File: config.mk
export PLATFORM = sky130hd
export DESIGN_NAME = reorder_buffer_nwb
export DESIGN_NICKNAME = d
export VERILOG_FILES = /design/src/rtl/reorder_buffer_nwb.sv
export SDC_FILE = /design/constraint.sdc
export NUM_CORES = 2
export LEC_CHECK = 0
export CAP_MARGIN = 20
export CELL_PAD_IN_SITES_DETAIL_PLACEMENT = 0
export CELL_PAD_IN_SITES_GLOBAL_PLACEMENT = 2
export CORE_MARGIN = 4
export CORE_UTILIZATION = 46
export CTS_CLUSTER_DIAMETER = 200
export CTS_CLUSTER_SIZE = 40
export DETAILED_ROUTE_END_ITERATION = 12
export DONT_BUFFER_PORTS = 1
export PLACE_DENSITY_LB_ADDON = 0.1
export SYNTH_ARGS = -nofsm -noshare
export SYNTH_HDL_FRONTEND = slang
export SYNTH_SLANG_ARGS = --single-unit
File: constraint.sdc
create_clock -name clk_in -period 9.05 [get_ports clk_in]
set_input_delay 0.905 -clock clk_in [delete_from_list [all_inputs] [get_ports clk_in]]
set_output_delay 0.905 -clock clk_in [all_outputs]
set_load 0.005 [all_outputs]
File: src/rtl/reorder_buffer_nwb.sv
// In-order reorder buffer with WB_PORTS out-of-order writeback channels,
// same-cycle operand bypass and one registered commit per cycle.
//
// Ports:
//   clk_in, rst_in (sync, active high), rdy_in (global stall when low)
//   issue_*        : allocate one entry at the tail (rob_tag = tail)
//   wb_valid/tag/value : packed per-port results, port p at slice p
//   rob_tag_rs1/2 -> rob_value_rs1/2, rob_ready_rs1/2 : operand lookup
//   reg_*, lsb_*, predictor_* : registered commit strobes and data
//   clear_signal/correct_pc   : one-cycle mispredict flush request
//   count, full, empty        : occupancy
module reorder_buffer_nwb #(
   parameter int ROB_WIDTH   = 4,
   parameter int ROB_SIZE    = 2**ROB_WIDTH,
   parameter int WB_PORTS    = 3,
   parameter int LOCAL_WIDTH = 6
) (
   input  logic                          clk_in,
   input  logic                          rst_in,
   input  logic                          rdy_in,
   output logic                          clear_signal,
   output logic [31:0]                   correct_pc,
   input  logic                          issue_signal,
   input  logic [1:0]                    issue_opcode,
   input  logic                          issue_value_ready,
   input  logic [31:0]                   issue_value,
   input  logic [4:0]                    issue_rd_id,
   input  logic                          issue_pred_taken,
   input  logic [LOCAL_WIDTH-1:0]        issue_pred_addr,
   input  logic [31:0]                   issue_alt_pc,
   input  logic [WB_PORTS-1:0]           wb_valid,
   input  logic [WB_PORTS*ROB_WIDTH-1:0] wb_tag,
   input  logic [WB_PORTS*32-1:0]        wb_value,
   output logic                          reg_done,
   output logic [31:0]                   reg_value,
   output logic [4:0]                    reg_id,
   output logic [ROB_WIDTH-1:0]          reg_tag,
   output logic                          lsb_done,
   output logic [ROB_WIDTH-1:0]          lsb_tag,
   output logic                          predictor_signal,
   output logic                          predictor_branch,
   output logic [LOCAL_WIDTH-1:0]        predictor_addr,
   output logic [ROB_WIDTH-1:0]          rob_tag,
   input  logic [ROB_WIDTH-1:0]          rob_tag_rs1,
   input  logic [ROB_WIDTH-1:0]          rob_tag_rs2,
   output logic [31:0]                   rob_value_rs1,
   output logic [31:0]                   rob_value_rs2,
   output logic                          rob_ready_rs1,
   output logic                          rob_ready_rs2,
   output logic [ROB_WIDTH:0]            count,
   output logic                          full,
   output logic                          empty
);

   typedef enum logic [1:0] {
      OP_REG    = 2'b00,
      OP_STORE  = 2'b01,
      OP_BRANCH = 2'b10,
      OP_LOAD   = 2'b11
   } op_t;

   localparam int unsigned SIZE_U = ROB_SIZE;
   localparam logic [ROB_WIDTH:0] SIZE_C = SIZE_U[ROB_WIDTH:0];
   localparam logic [ROB_WIDTH:0] ONE_C  = {{ROB_WIDTH{1'b0}}, 1'b1};

   logic [ROB_SIZE-1:0]    busy_q;
   logic [ROB_SIZE-1:0]    ready_q;
   logic [ROB_SIZE-1:0]    pt_q;
   logic [31:0]            value_q [ROB_SIZE];
   logic [4:0]             rd_q    [ROB_SIZE];
   op_t                    op_q    [ROB_SIZE];
   logic [LOCAL_WIDTH-1:0] paddr_q [ROB_SIZE];
   logic [31:0]            alt_q   [ROB_SIZE];
   logic [ROB_WIDTH-1:0]   head;
   logic [ROB_WIDTH-1:0]   tail;

   logic [ROB_WIDTH-1:0]   wtag [WB_PORTS];
   logic [31:0]            wval [WB_PORTS];
   logic                   issue_ok;
   logic                   commit_ok;
   logic                   hit1, hit2;
   logic [31:0]            fwd1, fwd2;

   assign issue_ok  = issue_signal && (count != SIZE_C);
   assign commit_ok = busy_q[head] && ready_q[head];
   assign rob_tag   = tail;
   assign empty     = (count == '0);
   assign full      = (count == SIZE_C) ||
                      ((count == SIZE_C - ONE_C) && issue_signal);

   // Unpack the channels; lookup scans high to low so port 0 wins.
   always_comb begin
      hit1 = 1'b0;
      hit2 = 1'b0;
      fwd1 = '0;
      fwd2 = '0;
      for (int p = 0; p < WB_PORTS; p++) begin
         wtag[p] = wb_tag[p*ROB_WIDTH +: ROB_WIDTH];
         wval[p] = wb_value[p*32 +: 32];
      end
      for (int p = WB_PORTS-1; p >= 0; p--) begin
         if (wb_valid[p] && wtag[p] == rob_tag_rs1) begin
            hit1 = 1'b1;
            fwd1 = wval[p];
         end
         if (wb_valid[p] && wtag[p] == rob_tag_rs2) begin
            hit2 = 1'b1;
            fwd2 = wval[p];
         end
      end
      rob_ready_rs1 = busy_q[rob_tag_rs1] & (ready_q[rob_tag_rs1] | hit1);
      rob_ready_rs2 = busy_q[rob_tag_rs2] & (ready_q[rob_tag_rs2] | hit2);
      rob_value_rs1 = hit1 ? fwd1 : value_q[rob_tag_rs1];
      rob_value_rs2 = hit2 ? fwd2 : value_q[rob_tag_rs2];
   end

   always_ff @(posedge clk_in) begin
      if (rst_in) begin
         busy_q           <= '0;
         ready_q          <= '0;
         head             <= '0;
         tail             <= '0;
         count            <= '0;
         clear_signal     <= 1'b0;
         correct_pc       <= '0;
         reg_done         <= 1'b0;
         reg_value        <= '0;
         reg_id           <= '0;
         reg_tag          <= '0;
         lsb_done         <= 1'b0;
         lsb_tag          <= '0;
         predictor_signal <= 1'b0;
         predictor_branch <= 1'b0;
         predictor_addr   <= '0;
      end else if (rdy_in) begin
         reg_done         <= 1'b0;
         lsb_done         <= 1'b0;
         predictor_signal <= 1'b0;
         clear_signal     <= 1'b0;
         if (clear_signal) begin
            busy_q  <= '0;
            ready_q <= '0;
            head    <= '0;
            tail    <= '0;
            count   <= '0;
         end else begin
            if (issue_ok) begin
               busy_q[tail]  <= 1'b1;
               ready_q[tail] <= issue_value_ready;
               value_q[tail] <= issue_value;
               rd_q[tail]    <= issue_rd_id;
               op_q[tail]    <= op_t'(issue_opcode);
               pt_q[tail]    <= issue_pred_taken;
               paddr_q[tail] <= issue_pred_addr;
               alt_q[tail]   <= issue_alt_pc;
               tail          <= tail + 1'b1;
            end
            // Descending order: the lowest port's write lands last.
            for (int p = WB_PORTS-1; p >= 0; p--) begin
               if (wb_valid[p] && busy_q[wtag[p]] && !ready_q[wtag[p]]) begin
                  ready_q[wtag[p]] <= 1'b1;
                  value_q[wtag[p]] <= (op_q[wtag[p]] == OP_BRANCH) ?
                                      {31'b0, wval[p][0]} : wval[p];
               end
            end
            if (commit_ok) begin
               busy_q[head]  <= 1'b0;
               ready_q[head] <= 1'b0;
               head          <= head + 1'b1;
               unique case (op_q[head])
                  OP_REG: begin
                     reg_done  <= 1'b1;
                     reg_value <= value_q[head];
                     reg_id    <= rd_q[head];
                     reg_tag   <= head;
                  end
                  OP_STORE: begin
                     lsb_done <= 1'b1;
                     lsb_tag  <= head;
                  end
                  OP_LOAD: begin
                     reg_done  <= 1'b1;
                     reg_value <= value_q[head];
                     reg_id    <= rd_q[head];
                     reg_tag   <= head;
                     lsb_done  <= 1'b1;
                     lsb_tag   <= head;
                  end
                  OP_BRANCH: begin
                     predictor_signal <= 1'b1;
                     predictor_branch <= value_q[head][0];
                     predictor_addr   <= paddr_q[head];
                     if (value_q[head][0] != pt_q[head]) begin
                        clear_signal <= 1'b1;
                        correct_pc   <= alt_q[head];
                     end
                  end
               endcase
            end
            if (issue_ok && !commit_ok)
               count <= count + ONE_C;
            else if (!issue_ok && commit_ok)
               count <= count - ONE_C;
         end
      end
   end

endmodule
# Yosys cells after proc, flatten, opt, wreduce, memory -nomap -nowiden
# Memories as Yosys holds them, arrays and structs flattened. A register that Yosys moved wholly into a read port is not among the register bits.
# Cells that the tools add are included.
[word_totals]
out_inout_bits = 165
wordCells = 230
reg_bits = 106
mem_bits_rw = 1232
mem_count = 5
[memory_table]
columns = ["name", "depth", "word_bits", "read_ports", "rd_ports_with_merged_regs", "wr", "line_no", "rtl"]
rows = [
  ["alt_q", 16, 32, 1, 1, 1, "73", "logic [31:0] alt_q [ROB_SIZE];"],
  ["value_q", 16, 32, 3, 1, 4, "69", "logic [31:0] value_q [ROB_SIZE];"],
  ["paddr_q", 16, 6, 1, 1, 1, "72", "logic [LOCAL_WIDTH-1:0] paddr_q [ROB_SIZE];"],
  ["rd_q", 16, 5, 1, 1, 1, "70", "logic [4:0] rd_q [ROB_SIZE];"],
  ["op_q", 16, 2, 4, 1, 1, "71", "op_t op_q [ROB_SIZE];"],
]
[op_classes]
muxes = 123
n_lt_le_gt_ge = 12
add_sub_neg = 4
reduce_logical = 43
n_eq_ne = 16
n_bitwise = 13
[ops]
columns = ["op", "count"]
rows = [
  ["$mux 16", 24],
  ["$mux 32", 11],
  ["$or 16x16->16", 4],
  ["$mux 1", 57],
  ["$bmux 1 s4", 13],
  ["$lt 4x5->1 const B", 7],
  ["$and 16x16->16", 2],
  ["$bwmux 16", 2],
  ["$mux 4", 8],
  ["$eq 4x4->1", 6],
  ["$logic_and 1x1->1", 22],
  ["$demux 1 s4", 5],
  ["$ge 4x1->1 const B", 5],
  ["$not 16->16", 1],
  ["$reduce_and 4->1", 4],
  ["$mux 5", 3],
  ["$eq 2x2->1 const B", 5],
  ["$add 4x1->4 const B", 2],
  ["$reduce_and 2->1", 3],
  ["$add 5x1->5 const B", 1],
  ["$eq 5x4->1 const B", 1],
  ["$eq 5x5->1 const B", 1],
  ["$logic_not 1->1", 5],
  ["$logic_not 5->1", 1],
  ["13 further kinds", 18],
]

# Longest topological paths before layout
[depth]
depth_word = 27
mapped_depth = 15
depth_no_buf = 12

# Worst setup path after synthesis
# No wires, ideal clock.
[synth_timing]
kind = "input port to flip-flop"
from = "input rst_in"
to = "memory alt_q[0][0], enable pin"
setup_ns = 0.559
arrival_ns = 6.380
path_stages = 7
slack_ns = 2.111
path_cell_list = "clkbuf_1 inv_1 nand2_1 clkbuf_1 buf_1 clkbuf_1 nor4_1"
[synth_between]
elab_chain_len = 2
[synth_lines]
columns = ["item", "line_no", "rtl"]
rows = [
  ["start: declaration", "19", "input logic rst_in,"],
  ["$mux 1", "118", "if (rst_in) begin"],
  ["$mux 1 (implied by the code)", "155", "alt_q[tail] <= issue_alt_pc;"],
  ["end: declaration", "73", ""],
]
# Every way passes these cells.

# Final worst setup path
[layout_timing]
from = "input rob_tag_rs1[0]"
to = "output rob_value_rs1[2]"
[layout_between]
elab_chain_len = 6
elab_cells_between_ends = 14
classes_between = "eq/ne: 3; mux: 7; reduce/logical: 3; memory: 1"
[layout_lines]
columns = ["item", "line_no", "rtl"]
rows = [
  ["start: declaration", "44", "input logic [ROB_WIDTH-1:0] rob_tag_rs1,"],
  ["$eq 4x4->1", "102", "if (wb_valid[p] && wtag[p] == rob_tag_rs1) begin"],
  ["$logic_and 1x1->1", "102", ""],
  ["$mux 32 / $mux 1 (equally long branches) (3 in a row)", "102", ""],
  ["$mux 32 *", "113", "rob_value_rs1 = hit1 ? fwd1 : value_q[rob_tag_rs1];"],
  ["end: declaration", "46", "output logic [31:0] rob_value_rs1,"],
]
# Mark *: on every way between the ends. The rest lies on a longest branch, timed or not.

==> impl_metrics.env <==
export IMPL_outcome="finished, final reports clean"
export IMPL_cts_root_buffer_cell="sky130_fd_sc_hd__clkbuf_16"
export IMPL_antenna_found_initial=8
export IMPL_top_level_ports=367
export IMPL_synth_top_cells_by_area="sky130_fd_sc_hd__edfxtp_1, sky130_fd_sc_hd__mux4_2, sky130_fd_sc_hd__a211oi_1"
export IMPL_number_of_clock_sinks_seen_by_cts=1385
export IMPL_fin_cells=8020
export IMPL_grt_pass1_wl_um=465000
export IMPL_cts_clk_slew_worst_paths_ns=0.18
export IMPL_dieWidth_um=425
export IMPL_synthDistinctLibCells=91
export IMPL_min_clock_period_post_route_ns=4.76
export IMPL_cell_area_after_synthesis_mm2=0.0801
export IMPL_worst_slew_pin_slew_ns=1.21
export IMPL_finalCoreUtilization_pct=48.1
export IMPL_grt_pass1_vias=58100
export IMPL_routability_congestion_estimate_from_global_placement=0.908
export IMPL_layout_cells_most_common="sky130_fd_sc_hd__edfxtp_1"
export IMPL_place_inst=7932
export IMPL_ant_nets=0
export IMPL_routed_wire_length_per_instance_um=42.0
export IMPL_layout_area_overhead_vs_synth_pct=3.54
export IMPL_setup_total_negative_slack_ns=0
export IMPL_setup_violations_final=0
export IMPL_synth_nets=6442
export IMPL_globalRouteTotalUtil_pct=36.5
export IMPL_drt_pass1_iter_count=8
export IMPL_ctsHoldBuffers=0
export IMPL_num_vias=60300
export IMPL_maxClockFrequency_mhz=210
export IMPL_min_path_cells=0
export IMPL_vdd_ir_drop_max_mv=0.156
export IMPL_static_leakage_uw=0.0244
export IMPL_place_detailed_hpwl_um=185000
export IMPL_slew_limit_headroom_pct=19.4
export IMPL_route_detailed_drc=0
export IMPL_grt_setup_unrepaired="false"
export IMPL_drt_total_wl_um=337000
export IMPL_synth_seq_area_share_pct=50.2
export IMPL_synth_largest_type_area_fraction_pct=46.8
export IMPL_min_delay_worst_endpoint="pt_q[8]$_DFFE_PP_"
export IMPL_r2r_setup_slack_ns=4.34
export IMPL_hold_path_class="input port to flip-flop"
export IMPL_ys_seq_elements=1385
export IMPL_vias_per_cell=7.52
export IMPL_post_cts_buffers=0
export IMPL_timing_hold_worst_start="issue_pred_taken"
export IMPL_average_cell_area_after_synthesis_um2=12.9
export IMPL_post_synth_inst_count=6227
export IMPL_crit_reg2reg_capture="correct_pc[8]$_SDFFE_PP0P_"
export IMPL_final_period_utilization_pct=52.6
export IMPL_post_cts_resize_count=0
export IMPL_power_total_uw=11000
export IMPL_dr_first_iter_drc_count=8696
export IMPL_ys_flop_type="sky130_fd_sc_hd__edfxtp_1"
export IMPL_final_hold_violation_count=0
export IMPL_share_of_post_route_cells_with_drive_strength_above_1_pct=19.3
export IMPL_grt_ovfl_total=0
export IMPL_die_outline_area_mm2=0.181
export IMPL_design_final_nets=5882
export IMPL_placement_io_buffers=0
export IMPL_synth_enable_flop_cells=1248
export IMPL_tritoncts_num_buffers=40
export IMPL_fp_coreArea_mm2=0.172
export IMPL_ctsLongestPathBuffers=3
export IMPL_final_cell_mix="sky130_fd_sc_hd__edfxtp_1, sky130_fd_sc_hd__mux4_2, sky130_fd_sc_hd__nor2_1"
export IMPL_synthDominantAreaCellType="sky130_fd_sc_hd__edfxtp_1"
export IMPL_tritoncts="yes"
export IMPL_cp_data_required_time_ns=8.15
export IMPL_worst_setup_path_start_kind="input port"
export IMPL_max_cap_violations=0
export IMPL_synth_warning_count=0
export IMPL_cp_data_arrival_time_ns=3.85
export IMPL_pwr_density_cell_mw_per_mm2=132
export IMPL_fraction_of_registers_with_async_set_or_reset_after_synthesis_pct=0
export IMPL_reg2reg_depth=8
export IMPL_final_max_slew_viol_count=0
export IMPL_fin_worst_skew_ns=0.0967
export IMPL_dieHeight_um=425
export IMPL_worstSetupPathType="input port to output pin"
export IMPL_clk_latency_ns=0.77
export IMPL_htree_levels=2
export IMPL_worstPathMaxFanout=139
export IMPL_grt_start_max_net_pins=140
export IMPL_end_kind="output pin"
export IMPL_rows=152
export IMPL_start_util_pct=46.5
[final cells by class]
class                      instances  area [µm²]
multi-input combinational       4049       37200
fill                           15100       89400
timing repair buffer             139        1080
clock buffer                      69        1110
clock inverter                     4        92.6
inverter                          52         198
sequential                      1385       40200
tap                             2310        2890
antenna                           12        30.0
[worst max path at each step]
| stage | to | cells after the start | startpoint |
|---|---|---|---|
| after floorplan | alt_q[0][0]$_DFFE_PP_ | 7 | rst_in |
| final | rob_value_rs1[2] | 7 | rob_tag_rs1[0] |
| after detailed placement | value_q[14][14]$_DFFE_PP_ | 9 | rdy_in |
| after CTS | correct_pc[8]$_SDFFE_PP0P_ | 8 | flip-flop |
| after global placement | value_q[14][15]$_DFFE_PP_ | 9 | rdy_in |
| after global routing | correct_pc[8]$_SDFFE_PP0P_ | 8 | flip-flop |
[logic make-up (layout without fill, tap and decap cells)]
family | after synthesis | after routing | synth area share, %
multiplexers | 948 | 948 | 23.8
AO/OA/AOI/OAI | 1698 | 1698 | 13.8
AND/OR/NAND/NOR | 1361 | 1361 | 7.60
flip-flops | 1385 | 1385 | 50.2
adder cells (fa/ha/maj) | 13 | 13 | 0.213
buffers and inverters | 793 | 264 | 4.02
XOR/XNOR | 29 | 29 | 0.317
other | 0 | 12 | 0
[layer usage]
layer  wire length (µm)  share of wire [%]  vias up  global-route usage [%]
met5                 92              0.027        -                   0.323
met4              22400                6.6        4                    19.5
met1             123000                 36    31200                    47.1
met3              37700                 11      952                    9.14
met2             154000                 46     4187                    57.1
li1                   -                  -    24000                       -
[synth_stat cells, drive strengths merged, types with 21 or more instances]
library cell	number
edfxtp	1248
mux4	766
nor2	554
clkbuf	538
o21ai	494
a211oi	402
o22ai	376
nand2	352
buf	203
mux2i	166
a21oi	145
dfxtp	137
nor3	118
and2	111
a221oi	107
nand3	86
a311oi	61
inv	52
and3	26
nand2b	25
nand4	25
nor2b	21
[report_power, final]
group | total (µW) | internal, µW | switching [µW]
clock | 2900 | 876 | 2020
combinational | 1050 | 449 | 603
sequential | 7030 | 6990 | 32.0
[state kept, by name, summed over array words and instances, names as in the netlist, named ones only]
name              flops
alt_q               512
busy_q               16
clear_signal          1
correct_pc           32
count                 5
head                  4
lsb_done              1
lsb_tag               4
op_q                 32
paddr_q              96
predictor_addr        6
predictor_branch      1
predictor_signal      1
pt_q                 16
rd_q                 80
ready_q              16
reg_done              1
reg_id                5
reg_tag               4
reg_value            32
rob_tag               4
value_q             512
[critical path: stages]
cell	delay (ns)
sky130_fd_sc_hd__xor2_1	0.29
sky130_fd_sc_hd__nor4_4	0.41
sky130_fd_sc_hd__buf_4	0.74
sky130_fd_sc_hd__mux2i_1	0.88
sky130_fd_sc_hd__nand2_1	0.11
sky130_fd_sc_hd__o21ai_0	0.10
sky130_fd_sc_hd__o21ai_0	0.14
[metrics by stage]
| step | hold slack (ns) | cell area [µm²] | worst slack (ns) |
|---|---|---|---|
| floorplan | 0.453 | 80100 | 2.11 |
| global placement | 0.461 | 81600 | 4.06 |
| detailed placement | 0.467 | 81600 | 4.01 |
| CTS | 0.187 | 82800 | 4.31 |
| global route | 0.193 | 82900 | 4.12 |
| finish | 0.221 | 82900 | 4.29 |
(Power assumes the default switching activity.)
